[src/rtl/sram_in_stream_reader.sv]
// sram_in_stream_reader
//   Read-side initiator for the 128-word input SRAM feeding the systolic
//   array. A start command launches sequential reads from base_addr
//   (wrapping modulo DEPTH). Returned words land in a small buffer that is
//   drained through a valid/ready stream. Reads are issued only against
//   free buffer credits, so returning data always has a slot.
//
// Ports
//   clk, rst_n          clock (posedge) and asynchronous active-low reset
//   start, base_addr,   command pulse with first address and word count
//   len                 (0..DEPTH); sampled only while busy=0
//   busy, done          transfer in progress / one-cycle completion pulse
//   sram_*0             SRAM read port (csb/addr registered, write side tied off)
//   out_valid/ready     output stream handshake
//   out_data/spare/last word payload, spare bit, final-word marker
//   dbg_state           current FSM state (0 idle, 1 run, 2 drain)
//
// Stream handshake: a word transfers on a cycle where out_valid && out_ready.
// While out_valid=1 and out_ready=0 the payload (out_data, out_spare,
// out_last) is held stable; out_valid never drops without a transfer.
module sram_in_stream_reader #(
    parameter int DATA_WIDTH = 33,
    parameter int ADDR_WIDTH = 8,
    parameter int DEPTH      = 128,
    parameter int FIFO_DEPTH = 4
) (
    input  logic                  clk,
    input  logic                  rst_n,
    input  logic                  start,
    input  logic [ADDR_WIDTH-2:0] base_addr,
    input  logic [ADDR_WIDTH-1:0] len,
    output logic                  busy,
    output logic                  done,
    output logic                  sram_csb0,
    output logic                  sram_web0,
    output logic                  sram_spare_wen0,
    output logic [ADDR_WIDTH-1:0] sram_addr0,
    output logic [DATA_WIDTH-1:0] sram_din0,
    input  logic [DATA_WIDTH-1:0] sram_dout0,
    output logic                  out_valid,
    input  logic                  out_ready,
    output logic [DATA_WIDTH-2:0] out_data,
    output logic                  out_spare,
    output logic                  out_last,
    output logic [1:0]            dbg_state
);

    typedef enum logic [1:0] {S_IDLE = 2'd0, S_RUN = 2'd1, S_DRAIN = 2'd2} state_t;

    localparam int PW = $clog2(FIFO_DEPTH);
    localparam int FW = $clog2(FIFO_DEPTH + 1);
    localparam int CW = FW + 2;

    state_t                state;
    logic [ADDR_WIDTH-2:0] cur_addr;
    logic [ADDR_WIDTH-1:0] remaining;
    logic                  rd_last;
    logic                  cap_v;
    logic                  cap_last;
    logic                  zero_done;

    logic [DATA_WIDTH:0]   fifo_mem [FIFO_DEPTH];
    logic [PW-1:0]         wr_ptr;
    logic [PW-1:0]         rd_ptr;
    logic [FW-1:0]         fifo_cnt;
    logic [DATA_WIDTH:0]   head;

    logic                  rd_v;
    logic                  pop;
    logic                  issue;
    logic [CW-1:0]         outstanding;

    assign sram_web0       = 1'b1;
    assign sram_spare_wen0 = 1'b0;
    assign sram_din0       = '0;

    // A read is in flight during the cycle its chip select is low.
    assign rd_v = ~sram_csb0;

    assign head      = fifo_mem[rd_ptr];
    assign out_valid = (fifo_cnt != '0);
    assign out_data  = head[DATA_WIDTH-2:0];
    assign out_spare = head[DATA_WIDTH-1];
    assign out_last  = out_valid & head[DATA_WIDTH];
    assign pop       = out_valid & out_ready;

    assign busy      = (state != S_IDLE);
    assign dbg_state = state;
    assign done      = zero_done | ((state == S_DRAIN) & pop & out_last);

    // Credits: words held (net of this cycle's pop) plus reads still on the
    // way back (one on the SRAM port, one captured and about to be pushed).
    always_comb begin
        outstanding = CW'(fifo_cnt) + CW'(cap_v) + CW'(rd_v) - CW'(pop);
        issue       = (state == S_RUN) && (remaining != '0) &&
                      (outstanding < CW'(FIFO_DEPTH));
    end

    always_ff @(posedge clk or negedge rst_n) begin
        if (!rst_n) begin
            state      <= S_IDLE;
            cur_addr   <= '0;
            remaining  <= '0;
            sram_csb0  <= 1'b1;
            sram_addr0 <= '0;
            rd_last    <= 1'b0;
            cap_v      <= 1'b0;
            cap_last   <= 1'b0;
            zero_done  <= 1'b0;
        end else begin
            zero_done <= 1'b0;
            sram_csb0 <= ~issue;
            // Data for the read on the port now appears next cycle and is
            // pushed into the buffer on the edge after that.
            cap_v     <= rd_v;
            cap_last  <= rd_last;

            if (issue) begin
                sram_addr0 <= {1'b0, cur_addr};
                rd_last    <= (remaining == ADDR_WIDTH'(1));
                remaining  <= remaining - ADDR_WIDTH'(1);
                if (cur_addr == (ADDR_WIDTH-1)'(DEPTH - 1))
                    cur_addr <= '0;
                else
                    cur_addr <= cur_addr + (ADDR_WIDTH-1)'(1);
            end

            case (state)
                S_IDLE: begin
                    if (start) begin
                        if (len != '0) begin
                            cur_addr  <= base_addr;
                            remaining <= len;
                            state     <= S_RUN;
                        end else begin
                            zero_done <= 1'b1;
                        end
                    end
                end
                S_RUN: begin
                    if (issue && (remaining == ADDR_WIDTH'(1)))
                        state <= S_DRAIN;
                end
                S_DRAIN: begin
                    if (pop && out_last)
                        state <= S_IDLE;
                end
                default: state <= S_IDLE;
            endcase
        end
    end

    always_ff @(posedge clk or negedge rst_n) begin
        if (!rst_n) begin
            wr_ptr   <= '0;
            rd_ptr   <= '0;
            fifo_cnt <= '0;
        end else begin
            if (cap_v) wr_ptr <= wr_ptr + PW'(1);
            if (pop)   rd_ptr <= rd_ptr + PW'(1);
            case ({cap_v, pop})
                2'b10:   fifo_cnt <= fifo_cnt + FW'(1);
                2'b01:   fifo_cnt <= fifo_cnt - FW'(1);
                default: fifo_cnt <= fifo_cnt;
            endcase
        end
    end

    // Storage needs no reset: an entry is only visible after it was pushed.
    always_ff @(posedge clk) begin
        if (cap_v) fifo_mem[wr_ptr] <= {cap_last, sram_dout0};
    end

endmodule

[config.mk]
export PLATFORM = sky130hd
export DESIGN_NAME = sram_in_stream_reader
export DESIGN_NICKNAME = d
export VERILOG_FILES = /design/src/rtl/sram_in_stream_reader.sv
export SDC_FILE = /design/constraint.sdc
export NUM_CORES = 1
export LEC_CHECK = 0
export BUFFER_PORTS_ARGS = -buffer_cell sky130_fd_sc_hd__buf_2
export CORE_MARGIN = 5
export CORE_UTILIZATION = 55
export DETAILED_ROUTE_END_ITERATION = 6
export PLACE_DENSITY = 0.9
export SLEW_MARGIN = 0
export SYNTH_ARGS = -nofsm -noshare
export SYNTH_HDL_FRONTEND = slang
export SYNTH_SLANG_ARGS = --single-unit
[constraint.sdc]
create_clock -name clk -period 4.8 [get_ports clk]
set_input_delay 0.48 -clock clk [delete_from_list [all_inputs] [get_ports clk]]
set_output_delay 0.48 -clock clk [all_outputs]
set_load 0.01 [all_outputs]
Yosys cells after proc, flatten, opt, wreduce, memory -nomap -nowiden
Memory sizes are Yosys's and may differ from the RTL's.
Cells that the tools add are included.
{"block": "totals", "register_bits": 36, "ram_bits": 136, "inputBits": 52, "out_inout_bits": 83, "elab_cells": 71, "memories": 1}
{"memory": "fifo_mem", "words": 4, "word_bits": 34, "read_ports": 1, "rd_ports_with_merged_regs": 0, "wr": 1, "line_no": "62", "source": "logic [DATA_WIDTH:0] fifo_mem [FIFO_DEPTH];"}
{"block": "classes", "add_sub_neg": 9, "magnitude_cmp": 1, "n_eq_ne": 10, "muxes": 20, "bitwise": 7, "reduce_logical": 11}
{"op": "7-bit two-way mux", "count": 5}
{"op": "8-bit two-way mux", "count": 4}
{"op": "8-bit nonzero test", "count": 2}
{"op": "8-bit by 1-bit equality test with 1-bit output, second input constant", "count": 1}
{"op": "2-bit two-way mux", "count": 4}
{"op": "8-bit by 1-bit subtractor with 8-bit output, second input constant", "count": 1}
{"op": "7-bit by 1-bit adder with 7-bit output, second input constant", "count": 1}
{"op": "7-bit equality test, second input constant", "count": 1}
{"op": "2-bit case mux with 3 select lines", "count": 1}
{"op": "3-bit case mux with 2 select lines", "count": 1}
{"op": "4-bit by 1-bit adder with 5-bit output", "count": 1}
{"op": "5-bit by 3-bit less-than comparator with 1-bit output, second input constant", "count": 1}
{"op": "1-bit two-way mux", "count": 5}
{"op": "5-bit by 1-bit subtractor with 5-bit output", "count": 1}
{"op": "2-bit by 1-bit adder with 2-bit output, second input constant", "count": 2}
{"op": "3-bit by 1-bit adder with 4-bit output", "count": 1}
{"op": "1-bit bitwise AND", "count": 4}
{"op": "2-bit by 1-bit equality test with 1-bit output, second input constant", "count": 2}
{"op": "2-bit equality test, second input constant", "count": 2}
{"op": "1-bit logical AND", "count": 4}
{"op": "2-bit by 1-bit != test with 1-bit output, second input constant", "count": 2}
{"op": "2-bit != test, second input constant", "count": 2}
{"op": "4-bit AND reduction", "count": 1}
{"op": "2-bit nonzero test", "count": 2}
{"op": "other kinds (6)", "count": 7}

Logic depth before layout (Yosys ltp)
{"block": "logic_depth", "word_depth": 9, "ltp_mapped": 15, "mapped_depth_nobuf": 11}

Worst setup path before layout
OpenSTA, ideal clock, no wires.
{"block": "synth_timing", "path_kind": "register to register", "start": "register fifo_cnt[1]", "end": "register sram_addr0[0]", "setup_time_ns": 0.127, "t_arrival_ns": 2.639, "setup_slack_ns": 2.033, "stages_incl_launch_ff": 14, "n_path_buf": 2, "path_cell_list": "dfrtp_1 -> inv_1 -> nand3_1 -> and2_1 -> clkbuf_1 -> nand2_1 -> o21ai_0 -> ha_1 -> a21oi_1 -> o21ai_0 -> a2bb2oi_1 -> nand2b_1 -> buf_1 -> mux2_1"}
{"block": "synth_via", "elab_chain_len": 5, "word_cells_on_any_way": 7, "classes_between": "add/sub (3); order compare (1); bitwise (1); reduce/logical (2)"}
{"element": "from (decl)", "line_no": "65", "source": "logic [FW-1:0] fifo_cnt;"}
{"element": "from (signal assigned)", "line_no": "162", "source": "2'b10: fifo_cnt <= fifo_cnt + FW'(1);"}
{"element": "from (signal assigned)", "line_no": "163", "source": "2'b01: fifo_cnt <= fifo_cnt - FW'(1);"}
{"element": "from (signal assigned)", "line_no": "164", "source": "default: fifo_cnt <= fifo_cnt;"}
{"element": "3-bit nonzero test", "line_no": "81", "source": "assign out_valid = (fifo_cnt != '0);"}
{"element": "net out_valid", "line_no": "40", "source": "output logic out_valid,"}
{"element": "1-bit bitwise AND", "line_no": "85", "source": "assign pop = out_valid & out_ready;"}
{"element": "net pop", "line_no": "69", "source": "logic pop;"}
{"element": "5-bit by 1-bit subtractor with 5-bit output", "line_no": "94", "source": "outstanding = CW'(fifo_cnt) + CW'(cap_v) + CW'(rd_v) - CW'(pop);"}
{"element": "5-bit by 3-bit less-than comparator with 1-bit output", "line_no": "96", "source": "(outstanding < CW'(FIFO_DEPTH));"}
{"element": "1-bit logical AND", "line_no": "95", "source": "issue = (state == S_RUN) && (remaining != '0) &&"}
{"element": "to (signal assigned)", "line_no": "119", "source": "sram_addr0 <= {1'b0, cur_addr};"}
{"element": "to (decl)", "line_no": "37", "source": "output logic [ADDR_WIDTH-1:0] sram_addr0,"}
The timed path passes the listed nets, and every way through them passes these cells.
A chain may end at the register's enable or synchronous reset.

Worst setup path in the final report
{"block": "layout_timing", "start": "register fifo_cnt[1]", "end": "register sram_addr0[6]"}
{"block": "layout_via", "elab_chain_len": 5, "word_cells_on_any_way": 7, "classes_between": "add/sub (3); order compare (1); bitwise (1); reduce/logical (2)"}
{"element": "3-bit by 1-bit adder with 4-bit output / 3-bit nonzero test (equally long branches)", "line_no": "94, 81"}
{"element": "4-bit by 1-bit adder with 5-bit output / 1-bit bitwise AND (equally long branches)", "line_no": "94, 85"}
{"element": "5-bit by 1-bit subtractor with 5-bit output *", "line_no": "94"}
{"element": "5-bit by 3-bit less-than comparator with 1-bit output *", "line_no": "96"}
{"element": "1-bit logical AND *", "line_no": "95"}
Mark *: on every way between the ends. The rest lies on a longest branch, timed or not.

==> results.md <==
- Status: finished, final reports clean
- Vias per cell: around 5.7
- Hold Vio Cnt, Final: 0
- Critical path capture point: sram_addr0[6]
- Switching power of the nets: around 1.7 mW
- Leak: 3.121 nW
- Cell variety after synth: 51
- Commonest non-fill, non-tap cell in the layout: edfxtp_1
- Crit path capture type: flip-flop
- Startpoint type of the worst setup path: flip-flop
- Number of global-route vias before repair: 4253
- Synth Instances: between 400 and 500
- CTS Buffer Depth: 2
- Reg-to-Reg Start: fifo_cnt[1]
- Total GRT Usage: 0.1950
- CP most frequent cell: o21ai_0
- Post-CTS Setup Inserts: 0
- Clk root buf: clkbuf_16
- Slew Viols, Final: 0
- Rel. slew slack: 0.3797
- Sequential power share: 0.417
- Sequential share of the synthesized area: 0.6915
- Num ports: ~140
- Initial cell density of the core: 0.5668
- Cts bufs inserted: 17
- Post-route setup TNS: 0 ps
- Core area: roughly 13000 um^2
- Crit-path cells: inv_1, nand3_1, and2_1, nand2_1, o21ai_0, ha_1, a21oi_1, o21ai_0, a2bb2oi_2, buf_4, nand2b_1, mux2_1
- Async set-reset flop share out of synthesis: 0.2093
- Initial DRC Count: 382
- Largest net degree at the start of global routing: 37
- Via count: approximately 4000
- Worst R2R End: sram_addr0[6]
- Synth Area per Inst: about 17 um^2
- Remaining DRCs: 0
- Detailed Place HPWL: about 9000 um
- Crit path time final: about 3200 ps
- Critical-path top delay cell: nand2b_1
- Length in cells of the worst reg-to-reg path: 12
- Die X: between 100 and 150 um
- Number of flops mapped to enable cells by yosys: between 100 and 150
- Crit path largest cell delay: about 500 ps
- Seq cells post-synth: between 150 and 200
- Layout cells sized above 1: 0.3358
- Drt first pass iters: 5
- Antenna viol nets, final: 0
- Nets: 589
- Final wirelength: 14480 um
- Worst-skew pair later-pin latency: 420 ps
- Synthesis-to-layout area growth: 15.27%
- Maximum clock frequency: 313.8 MHz
- Tcrit/Tclk final: 0.6640
- Flop-to-flop setup slack: between 1500 and 2000 ps
- Filler cell count in the final layout: between 800 and 900
- Tot Pwr: ~5 mW
- Pwr/cell area: between 600 and 700 nW/um^2
- Sw Ratio: 0.3268
- CTS Hold Bufs: 0
- Sink Count: around 170
- Leading cell types in the layout, fill and taps excluded: edfxtp_1 (136), buf_2 (98), conb_1 (36)
- Min-delay worst type: in -> async
- Endpoints failing setup: 0
- Yosys warnings: 0
- Comb power frac: 0.325
- Initial antenna violation count: 0
- # rows: slightly above 40
- CTS tree: yes
- I/O Buffers: 98
- Mapped Area: 7211 um^2
- Clock share of power: 0.258
- Critical Path Fanout Max: 29
- H-tree Lvls: 4
- RSZ-0062 raised after global routing: no
- Int Pwr: about 3.4 mW
- Crit Path Class: reg -> reg
- Final GP Congestion: about 0.84
- First-pass GRT wire length: approximately 23000 um
- # diodes: 0
- Die area: approximately 16000 um^2
- Fin Clk Skew: about 6.6 ps
- Average routed wire per standard cell: 20.45 um
- Main synth FF type: edfxtp_1
- Critical Path RT: approximately 5100 ps
- WP data arrival: approximately 3500 ps
- MaxCap Viol Count: 0
- CTS-repair resized insts: 0
- Critical path startpoint: fifo_cnt[1]
- Remaining Overflow, GRT: 0
- Reg clk slew, reported paths: roughly 60 ps
- Die H: about 120 um
- VDD IR max: around 370 uV
- Worst Tran Pin Value: 930.4 ps
area by class of cell:
cell class / instances / area, um^2 / share of cell area
Clock buffer: 18 / 429.2 / 0.05163
Clock inverter: 14 / 143.9 / 0.01731
Inverter: 14 / 52.55 / 0.006322
Multi-Input combinational cell: 216 / 1963 / 0.2362
Sequential cell: 172 / 4987 / 0.6000
Tap cell: 172 / 215.2 / 0.02589
Timing Repair Buffer: 102 / 520.5 / 0.06262
sequential cells by signal, indices dropped and copies added, names as in the netlist:
signal and count:
cur_addr 7, rd_last 1, zero_done 1, dbg_state 2, fifo_cnt 3, wr_ptr 2
sram_csb0 1, cap_last 1, sram_addr0 7, fifo_mem 136, cap_v 1, remaining 8
rd_ptr 2
per-stage QoR:
step           worst slack [ps]  cell area (um^2)  instances    util  hold WS, ps
3_5_place_dp               1665              7739        676  0.6083        370.9
2_1_floorplan              2033              7338        457       -        184.4
6_report                   1613              8312        708  0.6533        141.6
4_1_cts                    1622              8312        708  0.6533        150.4
3_3_place_gp               1831              7739        676  0.6083        364.5
5_1_grt                    1430              8312        708  0.6533        190.1
power by group through the flow:
stage	combinational (mW)	clock (mW)	sequential, mW
after CTS	1.68	1.34	2.14
after detailed placement	1.66	0	2.15
final	1.66	1.32	2.13
after floorplan	1.22	0	2.06
after global routing	1.82	1.41	2.17
after global placement	1.58	0	2.13
cells in the mapped netlist (3+ instances only):
| cell type | count | area, um^2 |
|---|---|---|
| and3_1 | 3 | 18.77 |
| buf_4 | 36 | 270.3 |
| edfxtp_1 | 136 | 4084 |
| nor4_1 | 3 | 18.77 |
| o31ai_1 | 3 | 22.52 |
| nor3_1 | 5 | 25.02 |
| inv_1 | 11 | 41.29 |
| nand3_1 | 11 | 55.05 |
| o211ai_1 | 7 | 52.55 |
| or4_1 | 10 | 75.07 |
| nor2_1 | 11 | 41.29 |
| xor2_1 | 4 | 35.03 |
| xnor2_1 | 3 | 26.28 |
| o21ai_1 | 4 | 20.02 |
| dfrtp_1 | 35 | 875.8 |
| clkbuf_1 | 12 | 45.04 |
| mux4_2 | 34 | 765.7 |
| or3_1 | 3 | 18.77 |
| ha_1 | 13 | 162.7 |
| mux2_1 | 7 | 78.83 |
| a31oi_1 | 8 | 50.05 |
| o21ai_0 | 6 | 30.03 |
| nand2_1 | 13 | 48.80 |
| and2_1 | 6 | 37.54 |
| buf_2 | 5 | 25.02 |
worst min path at each step:
stage	from	cells past startpoint	to	slack, ps
final	rst_n	1	remaining[7]	140
after global placement	rd_last	0	cap_last	360
after global routing	rst_n	1	remaining[7]	190
after detailed placement	rd_last	0	cap_last	370
after floorplan	rst_n	0	cap_last	180
after CTS	rst_n	1	remaining[7]	150
metal layers:
metal | up-vias | wire length, um | share of wire | global-route usage
met2 | 167 | 7508 | 0.52 | 0.3282
met1 | 2057 | 5822 | 0.40 | 0.2414
li1 | 1784 | - | - | -
met3 | 13 | 986 | 0.068 | 0.06346
met4 | 0 | 161 | 0.011 | 0.05996
met5 | - | 0 | 0 | 0
critical path, delay by kind of cell, from the launching register on:
kind / cells / cell delay [ps]
fa+ha+maj: 1 / 270
mux: 1 / 380
compound gates: 4 / 530
buf+inv: 2 / 440
flops: 1 / 410
simple gates: 4 / 1020
cell families (layout without fill, tap and decap cells):
family,after synthesis,after routing,synth area share
AOI/OAI and AO/OA,42,42,0.04130
and+or+nand+nor,76,76,0.05969
muxes,41,41,0.1171
DFF,172,172,0.6915
other,2,36,0.001042
xor gates and xnor gates,7,7,0.008503
buffers and inverters,69,148,0.05553
adders and majority gates,14,14,0.02533
(Power assumes the default switching activity.)
